### config.mk
export PLATFORM = sky130hd
export DESIGN_NAME = hazard_fwd_unit
export DESIGN_NICKNAME = d
export VERILOG_FILES = /design/src/rtl/hazard_fwd_unit.sv
export SDC_FILE = /design/constraint.sdc
export NUM_CORES = 1
export LEC_CHECK = 0
export BUFFER_PORTS_ARGS = -buffer_cell sky130_fd_sc_hd__buf_2
export CORE_MARGIN = 2
export CORE_UTILIZATION = 55
export CTS_CLUSTER_SIZE = 16
export DETAILED_ROUTE_END_ITERATION = 8
export MAX_ROUTING_LAYER = met4
export PLACE_DENSITY_LB_ADDON = 0.12
export SLEW_MARGIN = 20
export SYNTH_ARGS = -nofsm -noshare
export SYNTH_HDL_FRONTEND = slang
export SYNTH_SLANG_ARGS = --single-unit
### constraint.sdc
create_clock -name clk -period 4.81 [get_ports clk]
set_clock_uncertainty 0.15 [all_clocks]
set_input_delay 0.481 -clock clk [delete_from_list [all_inputs] [get_ports clk]]
set_output_delay 0.481 -clock clk [all_outputs]
set_load 0.05 [all_outputs]
### src/rtl/hazard_fwd_unit.sv
// Hazard detection and forwarding unit beside the ID stage.
// Tracks EX/MEM/WB destinations, raises load-use/branch stalls and issues per-stage operand selects.
module hazard_fwd_unit #(
  parameter int CNT_W = 16
) (
  input  logic             clk,
  input  logic             rst,
  input  logic [4:0]       id_rs,
  input  logic [4:0]       id_rt,
  input  logic [1:0]       id_read_rs,
  input  logic [1:0]       id_read_rt,
  input  logic             id_wr_en,
  input  logic [4:0]       id_wr_dst,
  input  logic [1:0]       id_wr_avail,
  input  logic             id_flush,
  output logic             stall,
  output logic [1:0]       id_fwd_rs,
  output logic [1:0]       id_fwd_rt,
  output logic [1:0]       ex_fwd_rs,
  output logic [1:0]       ex_fwd_rt,
  output logic [1:0]       mem_fwd_rt,
  output logic [CNT_W-1:0] stall_cnt
);

  localparam logic [1:0] RD_EX  = 2'b01;
  localparam logic [1:0] RD_MEM = 2'b10;
  localparam logic [1:0] RD_ID  = 2'b11;

  logic             ex_valid_q, ex_valid_d;
  logic [4:0]       ex_dst_q, ex_dst_d;
  logic [2:0]       ex_avail_q, ex_avail_d;
  logic             mem_valid_q, mem_valid_d;
  logic [4:0]       mem_dst_q, mem_dst_d;
  logic [2:0]       mem_avail_q, mem_avail_d;
  logic             wb_valid_q, wb_valid_d;
  logic [4:0]       wb_dst_q, wb_dst_d;
  logic [2:0]       wb_avail_q, wb_avail_d;
  logic [1:0]       ex_fwd_rs_q, ex_fwd_rs_d;
  logic [1:0]       ex_fwd_rt_q, ex_fwd_rt_d;
  logic [1:0]       pend_mem_q, pend_mem_d;
  logic [1:0]       mem_fwd_rt_q, mem_fwd_rt_d;
  logic [CNT_W-1:0] stall_cnt_q, stall_cnt_d;

  logic       rs_stall, rt_stall;
  logic [1:0] rs_sel, rt_sel;
  logic [2:0] id_avail;

  function automatic logic [2:0] consumer_stage(input logic [1:0] code);
    case (code)
      RD_ID:   consumer_stage = 3'd1;
      RD_EX:   consumer_stage = 3'd2;
      RD_MEM:  consumer_stage = 3'd3;
      default: consumer_stage = 3'd0;
    endcase
  endfunction

  // Returns {stall, select} for one operand against the youngest matching slot.
  function automatic logic [2:0] resolve(
    input logic [4:0] field,
    input logic [1:0] code,
    input logic       exv,
    input logic [4:0] exd,
    input logic [2:0] exa,
    input logic       memv,
    input logic [4:0] memd,
    input logic [2:0] mema,
    input logic       wbv,
    input logic [4:0] wbd,
    input logic [2:0] wba
  );
    logic [2:0] s_c;
    logic [2:0] s_p;
    logic [2:0] a;
    logic       hit;
    logic [3:0] k;
    s_c = consumer_stage(code);
    s_p = 3'd0;
    a   = 3'd0;
    hit = 1'b0;
    k   = 4'd0;
    resolve = 3'b000;
    if (s_c != 3'd0 && field != 5'd0) begin
      if (exv && exd == field) begin
        hit = 1'b1; s_p = 3'd2; a = exa;
      end else if (memv && memd == field) begin
        hit = 1'b1; s_p = 3'd3; a = mema;
      end else if (wbv && wbd == field) begin
        hit = 1'b1; s_p = 3'd4; a = wba;
      end
    end
    if (hit) begin
      if ({1'b0, s_c} + {1'b0, s_p} < {1'b0, a} + 4'd2) begin
        resolve[2] = 1'b1;
      end else begin
        k = {1'b0, s_c} + {1'b0, s_p} - 4'd1;
        case (k)
          4'd3:    resolve[1:0] = 2'b01;
          4'd4:    resolve[1:0] = 2'b10;
          default: resolve[1:0] = 2'b00;
        endcase
      end
    end
  endfunction

  always_comb begin
    id_avail = (id_wr_avail == 2'b10) ? 3'd3 : 3'd2;
    {rs_stall, rs_sel} = resolve(id_rs, id_read_rs, ex_valid_q, ex_dst_q, ex_avail_q,
                                 mem_valid_q, mem_dst_q, mem_avail_q,
                                 wb_valid_q, wb_dst_q, wb_avail_q);
    {rt_stall, rt_sel} = resolve(id_rt, id_read_rt, ex_valid_q, ex_dst_q, ex_avail_q,
                                 mem_valid_q, mem_dst_q, mem_avail_q,
                                 wb_valid_q, wb_dst_q, wb_avail_q);
    stall     = rs_stall | rt_stall;
    id_fwd_rs = (id_read_rs == RD_ID) ? rs_sel : 2'b00;
    id_fwd_rt = (id_read_rt == RD_ID) ? rt_sel : 2'b00;
  end

  // Downstream stages always advance; only the EX entry is replaced by a bubble.
  always_comb begin
    mem_valid_d  = ex_valid_q;
    mem_dst_d    = ex_dst_q;
    mem_avail_d  = ex_avail_q;
    wb_valid_d   = mem_valid_q;
    wb_dst_d     = mem_dst_q;
    wb_avail_d   = mem_avail_q;
    mem_fwd_rt_d = pend_mem_q;
    ex_valid_d   = 1'b0;
    ex_dst_d     = 5'd0;
    ex_avail_d   = 3'd2;
    ex_fwd_rs_d  = 2'b00;
    ex_fwd_rt_d  = 2'b00;
    pend_mem_d   = 2'b00;
    if (!(stall || id_flush)) begin
      ex_valid_d  = id_wr_en;
      ex_dst_d    = id_wr_dst;
      ex_avail_d  = id_avail;
      ex_fwd_rs_d = (id_read_rs == RD_EX) ? rs_sel : 2'b00;
      ex_fwd_rt_d = (id_read_rt == RD_EX) ? rt_sel : 2'b00;
      pend_mem_d  = (id_read_rt == RD_MEM) ? rt_sel : 2'b00;
    end
    stall_cnt_d = stall_cnt_q;
    if (stall && stall_cnt_q != {CNT_W{1'b1}}) begin
      stall_cnt_d = stall_cnt_q + {{(CNT_W-1){1'b0}}, 1'b1};
    end
  end

  always_ff @(posedge clk or posedge rst) begin
    if (rst) begin
      ex_valid_q   <= 1'b0;
      ex_dst_q     <= 5'd0;
      ex_avail_q   <= 3'd2;
      mem_valid_q  <= 1'b0;
      mem_dst_q    <= 5'd0;
      mem_avail_q  <= 3'd2;
      wb_valid_q   <= 1'b0;
      wb_dst_q     <= 5'd0;
      wb_avail_q   <= 3'd2;
      ex_fwd_rs_q  <= 2'b00;
      ex_fwd_rt_q  <= 2'b00;
      pend_mem_q   <= 2'b00;
      mem_fwd_rt_q <= 2'b00;
      stall_cnt_q  <= '0;
    end else begin
      ex_valid_q   <= ex_valid_d;
      ex_dst_q     <= ex_dst_d;
      ex_avail_q   <= ex_avail_d;
      mem_valid_q  <= mem_valid_d;
      mem_dst_q    <= mem_dst_d;
      mem_avail_q  <= mem_avail_d;
      wb_valid_q   <= wb_valid_d;
      wb_dst_q     <= wb_dst_d;
      wb_avail_q   <= wb_avail_d;
      ex_fwd_rs_q  <= ex_fwd_rs_d;
      ex_fwd_rt_q  <= ex_fwd_rt_d;
      pend_mem_q   <= pend_mem_d;
      mem_fwd_rt_q <= mem_fwd_rt_d;
      stall_cnt_q  <= stall_cnt_d;
    end
  end

  assign ex_fwd_rs  = ex_fwd_rs_q;
  assign ex_fwd_rt  = ex_fwd_rt_q;
  assign mem_fwd_rt = mem_fwd_rt_q;
  assign stall_cnt  = stall_cnt_q;

endmodule

==> Implementation_results.wiki, run 1 <==
{| class="wikitable"
! Metric !! Value
|-
| Status || completed
|-
| Number of placement rows || 25
|-
| Routed wire length on met3 || roughly 200 um
|-
| Yosys warning count || 0
|-
| Maximum root-to-sink buffer count || 2
|-
| Clock period minus worst slack || between 4 and 5 ns
|-
| Slew at the pin closest to its max-slew limit || about 0.66 ns
|-
| TritonCTS Buffers || 5
|-
| Effective utilization at floorplan || 0.562
|-
| Tot GR Track Use || 0.223
|-
| Via count of the first global-routing pass || a little under 2000
|-
| Weighted congestion reported at the end of routability-driven placement || 0.870
|-
| Share of synthesized area occupied by flip-flops and latches || 0.430
|-
| Most common library cell in the layout ignoring fill and taps || buf_2
|-
| Latest clock arrival within the worst-skew pair || ~0.29 ns
|-
| Height of the die || about 73 um
|-
| CORE AREA || approximately 4700 sq um
|-
| Count of input and output buffers || 51
|-
| Sort of element at the start of the critical path || flop
|-
| Pins over their slew limit || 0
|-
| I/O pin total || 52
|-
| Cell Pwr Density || between 200 and 300 nW/um^2
|-
| Combined area of all synthesized cells || roughly 2600 sq um
|-
| Slowest cell on crit path || a2111oi_0
|-
| Antenna violations before repair || 0
|-
| Htree depth || 2
|-
| Number of cells produced by synthesis || ~250
|-
| Post-synth net total || roughly 300
|-
| Wire length of the first global-routing pass || around 9000 um
|-
| Setup slack of the most critical reg-to-reg path || ~0.65 ns
|-
| Flip-flop cell with the highest count after synthesis || dfrtp_1
|-
| Cell with the most instances on the worst path || ha_1
|-
| Pin count of the biggest net entering global routing || between 40 and 50
|-
| Max FO, Critical Path || 5
|-
| Die Wd || 73.0 um
|-
| Capture point of the worst path || id_fwd_rs[0]
|-
| DRC || 0
|-
| Area after detailed placement || 2960 sq um
|-
| Highest layer used for signal routing || met4
|-
| Worst min-delay path class || in -> async
|-
| Async S/R FF share, synth || 1.00
|-
| Number of clock sinks || 45
|-
| Wirelength per Cell || approximately 14 um
|-
| Detail-routed via count per cell || between 5 and 6
|-
| Critical path, cell by cell || xor2_1 > nor4_1 > nand3_1 > nand2_1 > nor2_1 > ha_1 > fa_1 > xnor2_1 > ha_1 > a221oi_2 > a2111oi_0 > buf_4 > and3b_1 > buf_2
|-
| Final standard cell area without fillers || 3080 sq um
|-
| Antenna diode instance count || 0
|-
| Buf+Inv Stages, Crit Path || 2
|-
| Worst slew margin relative to its limit || 0.558
|-
| Reg-to-reg critical path startpoint || ex_dst_q[3]
|-
| Net count reported at finish || 360
|-
| CTS hold repair buffers || 0
|-
| Growth of design area from synthesis to finish || 17.6%
|-
| Worst-path clk slew || around 0.08 ns
|-
| Crit path depth || 14
|-
| Detailed placement HPWL || 4050 um
|-
| Fraction of layout cells with a size suffix above 1 || 0.244
|-
| Path type of the worst setup path || reg -> out
|-
| Library cell occupying the most area in the post-synthesis netlist || dfrtp_1
|-
| Number of failing setup endpoints in the final timing report || 0
|-
| Number of detailed-routing iterations run before antenna repair || 4
|-
| Clock root buffer || clkbuf_8
|-
| Violation count after the first detailed-routing iteration || a little over 90
|-
| Total length of routed wires || 5310 um
|-
| Max IR drop VDD || 0.208 mV
|-
| Number of violations of the max-capacitance limit || 0
|-
| Launching element of the worst setup path || ex_dst_q[3]
|-
| Family with the most delay on the worst path || adder cells
|-
| TritonCTS clock tree || yes
|-
| Met1 routed wirelength after detailed routing || ~2600 um
|-
| Count of different cell masters after synthesis || 41
|-
| EDFF count, synth || 0
|-
| Mean Syn Cell Area || 10.3 sq um
|-
| Grt ovf || 0
|-
| Endpoint of the lowest-slack register-to-register path || stall_cnt[1]
|-
| Antenna-violating nets left || 0
|-
| Area of the die || 5330 sq um
|-
| Required time of the worst setup path || approximately 4.2 ns
|-
| Vias after detailed routing || roughly 2000
|-
| Maximum clock frequency || between 200 and 250 MHz
|-
| Power after layout || around 800 uW
|-
| Area share of the leading cell type in the synthesized netlist || 0.430
|-
| Arr. time, crit path || ~3.9 ns
|-
| Setup crit end kind || output pin
|-
| Depth of the most critical reg-to-reg path || 15
|-
| Leakage || approximately 0.0016 uW
|-
| Top library cells by usage in the layout, fill and taps aside || buf_2 (49), dfrtp_1 (45), xor2_1 (31)
|-
| Hold Violations, Final || 0
|-
| Detailed route wirelength on metal2 || approximately 2400 um
|-
| Period utilisation layout || 0.936
|-
| Number of synthesized register bits || 45
|-
| Leading post-synthesis cells by cell area || dfrtp_1 (43%), xor2_1 (10%), ha_1 (8.1%)
|-
| Largest stage delay on the critical path || 0.50 ns
|}
[power breakdown]
group	internal [uW]	switching (uW)
registers	395	22.2
clock network	114	124
logic	54.6	89.3
total	563	235
[timing repair]
action,4_1_cts,5_1_grt
gates resized for setup,0,7
buffers inserted,0,2
setup endpoints to repair,0,3
[routing by layer]
| metal | vias to the layer above | global-route usage |
|---|---|---|
| met5 | - | - |
| met4 | 0 | 0.0494 |
| met3 | 4 | 0.0387 |
| met2 | 40 | 0.340 |
| met1 | 953 | 0.314 |
| li1 | 1004 | - |
[per-stage QoR]
step | util | cells | TNS [ns] | setup WS (ns) | hold slack [ns]
global placement | 0.636 | 361 | 0 | 0.343 | 0.184
floorplan | - | 254 | 0 | 0.412 | 0.181
CTS | 0.655 | 368 | 0 | 0.0984 | 0.194
global route | 0.661 | 370 | -0.0229 | -0.0117 | 0.196
detailed placement | 0.636 | 361 | 0 | 0.255 | 0.186
finish | 0.661 | 370 | 0 | 0.310 | 0.176
[worst register-to-register path, stage by stage, from the launching register on]
cell	delay, ns
dfrtp_1	0.43
xnor2_1	0.17
nand4_1	0.15
nor2_2	0.22
nor2_1	0.08
ha_1	0.20
fa_1	0.42
xnor2_1	0.15
ha_1	0.30
a2111oi_0	0.35
o31ai_1	0.13
a22oi_1	0.31
a32oi_2	0.19
buf_4	0.24
nor2_1	0.19
mux2_2	0.36
[cell usage after synthesis (2+ instances only)]
master      n
o21ai_0     4
nor2b_1     2
a31oi_1     2
or2_2       2
xnor2_1    16
nor4b_1     3
nor4_1      6
nor3_1     10
and2_1      8
xor2_1     31
nand2b_1    3
nand4_1     5
fa_1        2
and3_1      8
nand3_1    12
or3_1       3
a21oi_1     5
inv_1      13
nor2_1     19
a2111oi_0   2
nand2_1    14
dfrtp_1    45
nor3b_1     5
ha_1       17
[cell families (layout without fill, tap and decap cells)]
logic type,after synthesis,in the layout,synth area share
compound gates,21,21,0.0649
xor+xnor,47,47,0.157
fa+ha+maj,19,19,0.0964
buf+inv,15,77,0.0243
flops,45,45,0.430
mux,1,1,0.00430
simple gates,106,106,0.223
[worst min path at each step]
stage | startpoint | to | slack (ns) | depth (start not counted)
6_report | rst | stall_cnt[11] | 0.18 | 3
5_1_grt | id_wr_avail[0] | ex_avail_q[0] | 0.20 | 2
4_1_cts | id_wr_avail[0] | ex_avail_q[0] | 0.19 | 2
3_5_place_dp | mem_fwd_rt_d[1] | mem_fwd_rt[1] | 0.19 | 0
3_3_place_gp | mem_fwd_rt_d[1] | mem_fwd_rt[1] | 0.18 | 0
2_1_floorplan | mem_fwd_rt_d[0] | mem_fwd_rt[0] | 0.18 | 0
[sequential cells by signal, indices dropped and copies added, names as in the netlist]
| signal | flops |
|---|---|
| stall_cnt | 16 |
| ex_dst_q | 5 |
| mem_dst_q | 5 |
| wb_dst_q | 5 |
| ex_fwd_rs | 2 |
| ex_fwd_rt | 2 |
| mem_fwd_rt | 2 |
| mem_fwd_rt_d | 2 |
| ex_avail_q | 1 |
| ex_valid_q | 1 |
| mem_avail_q | 1 |
| mem_valid_q | 1 |
| wb_avail_q | 1 |
| wb_valid_q | 1 |
[layout make-up]
class / instances / area [sq um]
clock buffers: 6 / 82.6
inverters: 13 / 48.8
flip-flops and latches: 45 / 1130
clock inverters: 1 / 7.51
repair buffers: 57 / 305
fillers: 404 / 1580
well taps: 54 / 67.6
multi-input cells: 194 / 1450
Note: power is estimated with default switching activity, not from simulation.
==> run 2: changes to the inputs <==
- BUFFER_PORTS_ARGS: -buffer_cell sky130_fd_sc_hd__buf_2 -> -buffer_cell sky130_fd_sc_hd__buf_4
- RECOVER_POWER: default -> 100
==> run 2 against run 1 <==
Compared with the run above:
- the run now ends with capacitance limit, slew limit left
- largest power group unchanged
- sequential cell count unchanged
- non-clock buffer count down 2
- global-route usage down 0.27 points
- worst setup slack worse by 0.058 ns
- utilization up 1.0 points
- sequential share of layout area down 0.55 points
- highest routed layer unchanged
- total power up 13%
- clock power up 45%
- hold slack better by 0.0043 ns
- maximum frequency down 1.3%
==> Implementation_results.wiki, run 2 (synthesis results as in run 1) <==
{| class="wikitable"
! Metric !! Value
|-
| Area after detailed placement || slightly above 3000 sq um
|-
| DRC || 0
|-
| Hold path cells || 2
|-
| Total length of routed wires || 5460 um
|-
| Pin count of the biggest net entering global routing || 46
|-
| Hold Worst Slack || between 0.15 and 0.2 ns
|-
| Detailed placement HPWL || between 4000 and 5000 um
|-
| Part of the total power dissipated in sequential elements || 0.460
|-
| Leakage || ~0.0015 uW
|-
| Net count reported at finish || about 360
|-
| Max FO, Critical Path || 6
|-
| Detail-routed via count per cell || roughly 5.5
|-
| Top library cells by usage in the layout, fill and taps aside || dfrtp_1 (45), xor2_1 (31), clkbuf_1 (26)
|-
| Number of failing setup endpoints in the final timing report || 0
|-
| Vias after detailed routing || 2015
|-
| Number of violations of the max-capacitance limit || 1
|-
| Pins over their slew limit || 46
|-
| Path type of the worst setup path || reg -> out
|-
| Violation count after the first detailed-routing iteration || 72
|-
| Number of detailed-routing iterations run before antenna repair || 4
|-
| Antenna-violating nets left || 0
|-
| Number of clock sinks || 45
|-
| Required time of the worst setup path || between 4 and 5 ns
|-
| Number of placement rows || 25
|-
| Wire length of the first global-routing pass || approximately 8800 um
|-
| TritonCTS clock tree || yes
|-
| Clock network fraction of design power || 0.380
|-
| Antenna violations before repair || 0
|-
| Hold Violations, Final || 0
|-
| Slew at the pin closest to its max-slew limit || ~2.4 ns
|-
| Depth of the most critical reg-to-reg path || 16
|-
| Cell Pwr Density || about 290 nW/um^2
|-
| Maximum root-to-sink buffer count || 2
|-
| Max IR drop VDD || between 0.2 and 0.25 mV
|-
| Growth of design area from synthesis to finish || 19.4%
|-
| Setup slack of the most critical reg-to-reg path || between 0.5 and 0.6 ns
|-
| Most common library cell in the layout ignoring fill and taps || dfrtp_1
|-
| Status || complete, but fails checks
|-
| Post-Route Setup TNS || 0 ns
|-
| Grt ovf || 0
|-
| Sw frac || 0.270
|-
| Max FFs per register || 16
|-
| Final standard cell area without fillers || about 3100 sq um
|-
| Period utilisation layout || 0.948
|-
| Count of input and output buffers || between 50 and 60
|-
| Latest clock arrival within the worst-skew pair || ~0.30 ns
|-
| Internal Power || roughly 660 uW
|-
| CORE AREA || approximately 4700 sq um
|-
| Tot GR Track Use || 0.221
|-
| Fraction of layout cells with a size suffix above 1 || 0.152
|-
| Arr. time, crit path || 3.93 ns
|-
| Wirelength per Cell || approximately 15 um
|-
| Violations in the final reports || capacitance limit, slew limit
|-
| Switching component of the power || ~240 uW
|-
| Effective utilization at floorplan || 0.562
|-
| Min-Delay Startpoint || id_wr_avail[0]
|-
| Area of the die || 5330 sq um
|-
| I/O pin total || 52
|-
| Endpoint of the lowest-slack register-to-register path || ex_fwd_rs[0]
|-
| Via count of the first global-routing pass || 1886
|-
| Maximum clock frequency || about 220 MHz
|-
| Htree depth || 2
|-
| Setup crit end kind || output pin
|-
| Part of the total power dissipated in combinational logic || 0.159
|-
| Clock period minus worst slack || ~4.6 ns
|-
| Worst slew margin relative to its limit || -0.595
|-
| TritonCTS Buffers || 5
|-
| Reg-to-reg critical path startpoint || ex_dst_q[0]
|-
| Height of the die || approximately 73 um
|-
| RSZ-0062 raised after global routing || false
|-
| Clock root buffer || clkbuf_8
|-
| Worst min-delay path class || in -> reg
|-
| Worst-path clk slew || 0.09 ns
|-
| Die Wd || 73.0 um
|-
| Antenna diode instance count || 0
|-
| Hold Crit Endpoint || ex_avail_q[0]
|-
| Setup fix buffers added after clock tree synthesis || 0
|-
| Weighted congestion reported at the end of routability-driven placement || 0.846
|-
| Layout Utilization || 0.672
|-
| Sort of element at the start of the critical path || flop
|}
[run 2: layout make-up]
cell class              count  area [sq um]
clock buffers               5          68.8
fillers                   405          1530
clock inverters             3          68.8
multi-input cells         194          1440
well taps                  54          67.6
inverters                  13          48.8
flip-flops and latches     45          1130
repair buffers             55           310
[run 2: through the flow]
stage / power (uW) / std cells / setup slack (ns)
2_1_floorplan: 518 / 254 / 0.412
3_3_place_gp: 573 / 361 / 0.410
3_5_place_dp: 576 / 361 / 0.316
4_1_cts: 921 / 369 / 0.142
5_1_grt: 945 / 369 / 0.0259
6_report: 904 / 369 / 0.252
[run 2: worst max-delay path by stage]
stage	depth (start not counted)	startpoint	endpoint	slack (ns)
3_5_place_dp	18	id_rt[0]	id_fwd_rt[1]	0.32
4_1_cts	17	ex_dst_q[0]	id_fwd_rt[1]	0.14
3_3_place_gp	18	id_rt[0]	id_fwd_rt[1]	0.41
5_1_grt	17	ex_dst_q[0]	id_fwd_rt[1]	0.03
2_1_floorplan	16	id_rt[2]	id_fwd_rt[0]	0.41
6_report	16	ex_dst_q[0]	id_fwd_rt[0]	0.25
[run 2: power by group through the flow]
stage | Combinational, uW | Clock, uW | Sequential [uW]
finish | 144 | 344 | 416
global route | 161 | 364 | 420
CTS | 153 | 351 | 416
detailed placement | 152 | 0 | 424
global placement | 150 | 0 | 423
floorplan | 75.7 | 0 | 443
[run 2: worst max-delay path: stages (launching register included)]
cell      delay [ns]
dfrtp_1         0.45
xnor2_1         0.18
nand4_1         0.22
nor2_4          0.18
nor2_1          0.07
ha_1            0.21
fa_1            0.42
xnor2_1         0.15
ha_1            0.28
o21ai_0         0.09
nand2b_1        0.10
o21ai_0         0.08
a31oi_1         0.14
a22oi_1         0.11
or4_4           0.54
nor3b_2         0.16
clkbuf_4        0.24
[run 2: repair_timing]
item | 4_1_cts | 5_1_grt
gates resized for setup | 0 | 3
endpoints found under the setup margin | 0 | 2
hold endpoints to repair | 0 | 0
hold buffers | 0 | 0
[run 2: per-layer routing]
metal,wire (um),share of wire,GRT usage
met4,53,0.0097,0.0617
met2,2590,0.47,0.335
met5,0,0,-
met3,181,0.033,0.0290
met1,2630,0.48,0.312
